<file path="src/rtl/counter_cell_scheduler.sv">
// counter_cell_scheduler
// Captures rising edges on the per-cell up/down counter request lines and, at
// each end-of-MCT (T12) boundary, grants one counter memory cycle to the
// lowest-indexed pending cell. After BURST consecutive counter MCTs one
// non-counter MCT is forced (HOLDOFF).
// Optional build macro: CTR_CANCEL_EN -- an up and a down request pending on
// the same cell annihilate each other without a grant.
module counter_cell_scheduler #(
  parameter int NREQ  = 8,
  parameter int AW    = 3,
  parameter int BURST = 4
) (
  input  logic            CLOCK,
  input  logic            SIM_RST,
  input  logic            T12,
  input  logic            GOJAM,
  input  logic            CTR_INH,
  input  logic [NREQ-1:0] REQ_PLUS,
  input  logic [NREQ-1:0] REQ_MINUS,
  output logic            CTR_ACTIVE,
  output logic            PINC,
  output logic            MINC,
  output logic [AW-1:0]   CTR_ADDR,
  output logic [NREQ-1:0] ACK,
  output logic            CTROR,
  output logic            HOLDOFF
);

  typedef enum logic [1:0] {
    ST_IDLE  = 2'd0,
    ST_SERVE = 2'd1,
    ST_HOLD  = 2'd2
  } state_t;

  localparam logic [3:0] BURST_C = 4'(BURST);

  state_t          state_q, state_d;
  logic [3:0]      burst_cnt_q, burst_cnt_d;
  logic [NREQ-1:0] prev_plus_q, prev_minus_q;
  logic [NREQ-1:0] pend_plus_q, pend_plus_d;
  logic [NREQ-1:0] pend_minus_q, pend_minus_d;
  logic            ctr_active_q, ctr_active_d;
  logic            pinc_q, pinc_d;
  logic            minc_q, minc_d;
  logic            holdoff_q, holdoff_d;
  logic [AW-1:0]   ctr_addr_q, ctr_addr_d;
  logic [NREQ-1:0] ack_q, ack_d;

  logic [NREQ-1:0] edge_plus_s, edge_minus_s, pend_any_s;
  logic [NREQ-1:0] clr_plus_s, clr_minus_s;
  logic [AW-1:0]   sel_idx_s;
  logic            sel_valid_s, sel_plus_s;
  logic            do_hold_s, do_select_s, grant_s;
`ifdef CTR_CANCEL_EN
  logic [NREQ-1:0] cancel_s;
`endif

  // Rising-edge detection and fixed-priority pick of the lowest pending cell
  always_comb begin
    edge_plus_s  = REQ_PLUS  & ~prev_plus_q;
    edge_minus_s = REQ_MINUS & ~prev_minus_q;
    pend_any_s   = pend_plus_q | pend_minus_q;
    sel_idx_s    = '0;
    for (int i = NREQ - 1; i >= 0; i--) begin
      sel_idx_s = pend_any_s[i] ? AW'(i) : sel_idx_s;
    end
    sel_valid_s = (|pend_any_s) & ~CTR_INH;
    // Plus wins when both directions are pending on the chosen cell
    sel_plus_s  = pend_plus_q[sel_idx_s];
  end

  // MCT boundary decision: forced hold, new grant, or fall back to idle
  always_comb begin
    do_hold_s    = T12 && (state_q == ST_SERVE) && (burst_cnt_q == BURST_C);
    do_select_s  = T12 && !do_hold_s;
    grant_s      = do_select_s && sel_valid_s;
    state_d      = state_q;
    burst_cnt_d  = burst_cnt_q;
    ctr_active_d = ctr_active_q;
    pinc_d       = pinc_q;
    minc_d       = minc_q;
    holdoff_d    = holdoff_q;
    ctr_addr_d   = ctr_addr_q;
    ack_d        = '0;
    clr_plus_s   = '0;
    clr_minus_s  = '0;
    if (GOJAM) begin
      state_d      = ST_IDLE;
      burst_cnt_d  = 4'd0;
      ctr_active_d = 1'b0;
      pinc_d       = 1'b0;
      minc_d       = 1'b0;
      holdoff_d    = 1'b0;
      ctr_addr_d   = '0;
    end else if (do_hold_s) begin
      state_d      = ST_HOLD;
      ctr_active_d = 1'b0;
      pinc_d       = 1'b0;
      minc_d       = 1'b0;
      holdoff_d    = 1'b1;
    end else if (grant_s) begin
      state_d      = ST_SERVE;
      // A grant out of IDLE or HOLD starts a fresh run of counter MCTs
      burst_cnt_d  = (state_q == ST_SERVE) ? (burst_cnt_q + 4'd1) : 4'd1;
      ctr_active_d = 1'b1;
      pinc_d       = sel_plus_s;
      minc_d       = ~sel_plus_s;
      holdoff_d    = 1'b0;
      ctr_addr_d   = sel_idx_s;
      for (int i = 0; i < NREQ; i++) begin
        ack_d[i] = (AW'(i) == sel_idx_s);
      end
      clr_plus_s[sel_idx_s]  = sel_plus_s;
      clr_minus_s[sel_idx_s] = ~sel_plus_s;
    end else if (do_select_s) begin
      state_d      = ST_IDLE;
      burst_cnt_d  = 4'd0;
      ctr_active_d = 1'b0;
      pinc_d       = 1'b0;
      minc_d       = 1'b0;
      holdoff_d    = 1'b0;
    end else begin
      state_d = state_q;
    end
  end

  // Pending update: grant clear first, then new edges so a set wins the tie
  always_comb begin
    pend_plus_d  = (pend_plus_q  & ~clr_plus_s)  | edge_plus_s;
    pend_minus_d = (pend_minus_q & ~clr_minus_s) | edge_minus_s;
`ifdef CTR_CANCEL_EN
    cancel_s     = pend_plus_d & pend_minus_d;
    pend_plus_d  = pend_plus_d  & ~cancel_s;
    pend_minus_d = pend_minus_d & ~cancel_s;
`endif
    if (GOJAM) begin
      // Edges seen during a restart are dropped along with everything pending
      pend_plus_d  = '0;
      pend_minus_d = '0;
    end else begin
      pend_plus_d  = pend_plus_d;
      pend_minus_d = pend_minus_d;
    end
  end

  // All state, pending and output registers
  always_ff @(posedge CLOCK) begin
    if (SIM_RST) begin
      state_q      <= ST_IDLE;
      burst_cnt_q  <= 4'd0;
      prev_plus_q  <= REQ_PLUS;
      prev_minus_q <= REQ_MINUS;
      pend_plus_q  <= '0;
      pend_minus_q <= '0;
      ctr_active_q <= 1'b0;
      pinc_q       <= 1'b0;
      minc_q       <= 1'b0;
      holdoff_q    <= 1'b0;
      ctr_addr_q   <= '0;
      ack_q        <= '0;
    end else begin
      state_q      <= state_d;
      burst_cnt_q  <= burst_cnt_d;
      prev_plus_q  <= REQ_PLUS;
      prev_minus_q <= REQ_MINUS;
      pend_plus_q  <= pend_plus_d;
      pend_minus_q <= pend_minus_d;
      ctr_active_q <= ctr_active_d;
      pinc_q       <= pinc_d;
      minc_q       <= minc_d;
      holdoff_q    <= holdoff_d;
      ctr_addr_q   <= ctr_addr_d;
      ack_q        <= ack_d;
    end
  end

  assign CTR_ACTIVE = ctr_active_q;
  assign PINC       = pinc_q;
  assign MINC       = minc_q;
  assign HOLDOFF    = holdoff_q;
  assign CTR_ADDR   = ctr_addr_q;
  assign ACK        = ack_q;
  assign CTROR      = |(pend_plus_q | pend_minus_q);

endmodule

</file>
<file path="config.mk">
export PLATFORM = sky130hd
export DESIGN_NAME = counter_cell_scheduler
export DESIGN_NICKNAME = d
export VERILOG_FILES = /design/src/rtl/counter_cell_scheduler.sv
export SDC_FILE = /design/constraint.sdc
export NUM_CORES = 1
export LEC_CHECK = 0
export BUFFER_PORTS_ARGS = -buffer_cell sky130_fd_sc_hd__buf_2
export CAP_MARGIN = 20
export CORE_ASPECT_RATIO = 1.25
export CORE_MARGIN = 3
export CORE_UTILIZATION = 54
export CTS_CLUSTER_DIAMETER = 40
export DETAILED_ROUTE_END_ITERATION = 10
export PLACE_DENSITY = 0.79
export SKIP_LAST_GASP = 1
export SYNTH_ARGS = -nofsm -noshare
export SYNTH_HDL_FRONTEND = slang
export SYNTH_SLANG_ARGS = --single-unit
</file>
<file path="constraint.sdc">
create_clock -name CLOCK -period 2.56 [get_ports CLOCK]
set_clock_uncertainty 0.1 [all_clocks]
set_input_delay 0.256 -clock CLOCK [delete_from_list [all_inputs] [get_ports CLOCK]]
set_output_delay 0.256 -clock CLOCK [all_outputs]
set_load 0.1 [all_outputs]
</file>
# Word level (Yosys, flattened, before mapping)
# Cells that the tools add are included.
# totals
ff_bits,53
input_bits,21
out_inout_bits,16
word_cells,88
# op_classes
add_sub_neg,1
magnitude_cmp,2
eq_ne,9
muxes,30
bitwise,18
n_reduce_logical,15
# ops
op,n
8-bit AND,6
8-bit two-way mux,6
8-bit NOT,4
3-bit two-way mux,8
8-bit bitwise OR,3
3-bit == test (first input constant),4
4-bit two-way mux,3
1-bit two-way mux,8
8-bit OR reduction,1
2-bit by 3-bit == test with 1-bit output (first input constant),2
2-bit two-way mux,3
1-bit logical AND,5
4-bit by 1-bit adder with 4-bit output (second input constant),1
4-bit by 3-bit == test with 1-bit output (second input constant),1
3-bit by 4-bit < comparator with 1-bit output (second input constant),1
1-bit NOT,4
2-bit AND reduction,2
4-bit OR reduction,1
1-bit binary-select mux with 3-bit select,1
1-bit demux with 3-bit select,1
1-bit by 3-bit == test with 1-bit output (first input constant),1
3-bit by 1-bit greater-or-equal comparator with 1-bit output (second input constant),1
3-bit zero test,1
3-bit nonzero test,1
6 further kinds,6

# Logic depth before layout (Yosys ltp)
# logic_depth
word_depth,20
ltp_mapped,7
mapped_depth_nobuf,6

# Worst setup path after synthesis
# OpenSTA, ideal clock, no wires.
# synth_path
kind,reg-to-reg
start,register state_q[1]
end,register pend_plus_q[1]
setup_time_ps,116
arrival_time_ps,2309
required_ps,2344
slack_ps,35
stages_incl_launch_ff,7
path_buffers,1
synth_period_minus_slack_ps,2525
cell_sequence,dfxtp_1 > nor2b_1 > a31o_2 > buf_2 > nor4_1 > nand4_1 > a31o_2
# synth_via
elab_chain_len,12
# synth_lines
element,line,rtl
from (decl),37,"state_t state_q, state_d;"
from (signal assigned),162,state_q <= state_d;
2-bit by 1-bit == test with 1-bit output (*),74,do_hold_s = T12 && (state_q == ST_SERVE) && (burst_cnt_q == BURST_C);
1-bit logical AND (*) (2 in a row),74,
1-bit zero test,75,do_select_s = T12 && !do_hold_s;
1-bit logical AND,75,
1-bit logical AND,76,grant_s = do_select_s && sel_valid_s;
8-bit two-way mux,101,end else if (grant_s) begin
8-bit two-way mux (*),95,end else if (do_hold_s) begin
8-bit two-way mux (*),87,if (GOJAM) begin
8-bit NOT (*),129,pend_plus_d = (pend_plus_q & ~clr_plus_s) | edge_plus_s;
8-bit AND (*),129,
8-bit bitwise OR (*),129,
to (signal assigned),166,pend_plus_q <= pend_plus_d;
to (decl),40,"logic [NREQ-1:0] pend_plus_q, pend_plus_d;"
# Every way passes the cells marked *; elsewhere a longest branch is shown, timed or not.
# A chain may end at the register's enable or synchronous reset.

# Worst setup path in the final report
# layout_path
start,register pend_minus_q[1]
end,output CTROR
# layout_via
elab_chain_len,2
# layout_lines
element,line,rtl
from (decl),41,"logic [NREQ-1:0] pend_minus_q, pend_minus_d;"
from (signal assigned),167,pend_minus_q <= pend_minus_d;
8-bit bitwise OR,183,assign CTROR = |(pend_plus_q | pend_minus_q);
8-bit OR reduction,183,
to (decl),25,"output logic CTROR,"
# Every way passes these cells.

==> impl_metrics.env <==
export IMPL_syn_inst=217
export IMPL_switching_share_pct=26.16
export IMPL_grt_pass1_wl_um=7700
export IMPL_vias=1829
export IMPL_period_share_pct=93.30
export IMPL_fillCellCount=288
export IMPL_floorplan_die_area_sq_um=4664
export IMPL_syn_area_sq_um=2093
export IMPL_hpwl_um=3119
export IMPL_crit_path_start_kind="flop"
export IMPL_clockBufferDepth=2
export IMPL_synth_nets=240
export IMPL_synth_warnings=0
export IMPL_io_buffers=36
export IMPL_p_int_w=0.001315
export IMPL_min_path_type="input pin to flop"
export IMPL_vias_per_cell=5.862
export IMPL_avgSynthCellArea_sq_um=9.646
export IMPL_comb_power_share_pct=16.8
export IMPL_insertion_delay_ps=300
export IMPL_core_area_sq_um=3603
export IMPL_routedWlPerCell_um=14.27
export IMPL_ys_ff_latch=51
export IMPL_power_density_nw_per_um2=685.2
export IMPL_clkTransAtPathRegs_ps=90
export IMPL_post_cts_resized=0
export IMPL_clockPowerShare_pct=36.1
export IMPL_rsz0062_at_grt="no"
export IMPL_critPathKind="flop to output port"
export IMPL_tightestPinTransition_ps=619.7
export IMPL_clockRootBuffer="clkbuf_8"
export IMPL_pin_count=37
export IMPL_cp_max_fo=6
export IMPL_final_hold_viol_count=0
export IMPL_period_needed_ps=2388
export IMPL_htreeDepth=2
export IMPL_antenna_found_initial=0
export IMPL_cp_required_ps=2200
export IMPL_slew_headroom_pct=58.31
export IMPL_tns_ps=0
export IMPL_grt_pass1_vias=1745
export IMPL_first_pass_iters=4
export IMPL_cp_end_kind="output port"
export IMPL_cp_slowest_stage_delay_ps=620
export IMPL_fin_hold_ws_ps=176.5
export IMPL_synth_edf_count=0
export IMPL_rows=24
export IMPL_wl_met3_um=267
export IMPL_drt_first_iter_violations=135
export IMPL_clock_fmax_mhz=418.7
export IMPL_synthFlopType="dfxtp_1"
export IMPL_vdd_drop_max_uv=451.6
export IMPL_maxCapViolations=0
export IMPL_drtAntennaViolNets=0
export IMPL_fp_dieH_um=75.61
export IMPL_pwr_share_seq_pct=47.1
export IMPL_cts_tree="done"
export IMPL_wl_met2_um=2304
export IMPL_die_w_um=61.69
export IMPL_reg2reg_slack_ps=380
export IMPL_drc=0
export IMPL_syn2layout_area_growth_pct=24.15
export IMPL_gp_congestion=0.9233
export IMPL_crit_chain="or4_4 -> nor4_4 -> inv_1 -> buf_2"
export IMPL_wirelength_um=4453
export IMPL_met1_length_um=1829
export IMPL_initial_utilization_pct=58.09
export IMPL_cts_sinks=51
export IMPL_setup_violations=0
export IMPL_leakage_nw=1.043
export IMPL_final_nets=295
export IMPL_grt_max_degree=22
export IMPL_drive_above_1_share_pct=24.18
export IMPL_n_antenna_cell=0
export IMPL_switchingPower_w=0.0004659
export IMPL_cp_slowest_cell="or4_4"
export IMPL_synth_cell_types=48
export IMPL_synth_async_reset_ratio_pct=0
export IMPL_grtUsageTotal_pct=21.81
export IMPL_top_layer_used="met4"
export IMPL_critical_path_arrival_ps=2030
export IMPL_cts_buffers=5
export IMPL_status="completed"
export IMPL_grt_overflow=0
export IMPL_slew_violations=0
export IMPL_seq_area_frac_synth_pct=48.77
==> synthesized netlist by cell type (all sizes together), types with 3 or more instances <==
cell	number	area [sq um]
a21oi	19	98.85
nand2	13	48.80
inv	10	37.54
nor3	5	35.03
o41ai	6	60.06
a41oi	3	26.28
nand4	4	25.02
a31o	4	35.03
clkbuf	4	15.01
nor2b	6	37.54
buf	3	27.52
dfxtp	51	1021
o21ai	6	30.02
o31ai	4	43.79
nor2	24	90.09
nor4	7	80.07
or4	7	63.81
nor3b	3	22.52
nand2b	10	62.56
==> layout make-up <==
type | instances | area, sq um | share of cell area, %
clock buffer | 5 | 68.82 | 2.648
inverter | 10 | 37.54 | 1.444
timing repair buffer | 55 | 362.8 | 13.96
tap | 39 | 48.80 | 1.878
multi-input combinational | 149 | 992.2 | 38.18
clock inverter | 3 | 67.56 | 2.600
sequential | 51 | 1021 | 39.29
==> cell families (layout without fill, tap and decap cells) <==
logic type      Yosys count  in the layout  synth area share [%]
compound gates           61             61                 21.46
mux                       2              2                0.9564
simple gates             84             84                 23.79
fa+ha+maj                 2              2                 1.195
flops                    51             51                 48.77
buf+inv                  17             73                 3.825
==> cells in the final DEF, fill, tap and decap left out, types with 3 or more instances in the layout <==
cell type / instances
dfxtp_1: 51
buf_2: 36
nor2_1: 24
a21oi_1: 18
dlygate4sd3_1: 16
nand2_1: 13
inv_1: 10
nand2b_1: 10
nor2b_1: 6
o21ai_0: 5
o41ai_1: 5
clkbuf_8: 5
or4_1: 4
a31o_2: 4
nor4_1: 4
nand4_1: 4
or4_4: 3
o31ai_1: 3
a41oi_1: 3
nor3_1: 3
nor3b_1: 3
buf_4: 3
==> path summary, 6_finish.rpt <==
check,from,end,cells after the start
max,pend_minus_q[1],CTROR,4
min,T12,state_q[1],4
max reg2reg,burst_cnt_q[0],pend_minus_q[1],6
min reg2reg,state_q[1],state_q[1],2
==> sequential cells by signal, indices dropped and copies added (netlist names) <==
signal and cells:
pend_minus_q 8, state_q 2, MINC 1, ACK 8
burst_cnt_q 4, prev_minus_q 8, prev_plus_q 8, pend_plus_q 8
PINC 1, CTR_ADDR 3
==> critical path, delay by kind of cell, from the launching register on <==
family,cells,cell delay [ps]
simple gates,2,1000
flops,1,380
buf+inv,2,350
==> power by group through the flow <==
stage	registers (W)	clock network, W	logic [W]
finish	0.000839	0.000643	0.000299
global placement	0.000856	0	0.000273
detailed placement	0.000857	0	0.000278
floorplan	0.000883	0	0.000193
CTS	0.000839	0.000655	0.000297
global route	0.000842	0.000686	0.000329
==> stage by stage <==
stage | cells | setup slack [ps] | util (%) | area [sq um] | total power [W]
after floorplan | 217 | 35.00 | - | 2093 | 0.001075
after global placement | 288 | 451.2 | 63.89 | 2302 | 0.001129
after detailed placement | 288 | 414.4 | 63.89 | 2302 | 0.001135
after CTS | 312 | 171.8 | 72.12 | 2599 | 0.001790
after global routing | 312 | 109.5 | 72.12 | 2599 | 0.001857
final | 312 | 171.6 | 72.12 | 2599 | 0.001781
==> repair_timing <==
item	CTS	global route
endpoints found under the hold margin	16	0
buffers inserted	0	0
hold buffers	16	0
==> metal layers <==
layer / vias up / GRT usage (%)
li1: 908 / -
met1: 848 / 27.06
met2: 69 / 36.79
met3: 4 / 4.407
met4: 0 / 8.255
met5: - / 0
Power figures use the tool's default switching activity.
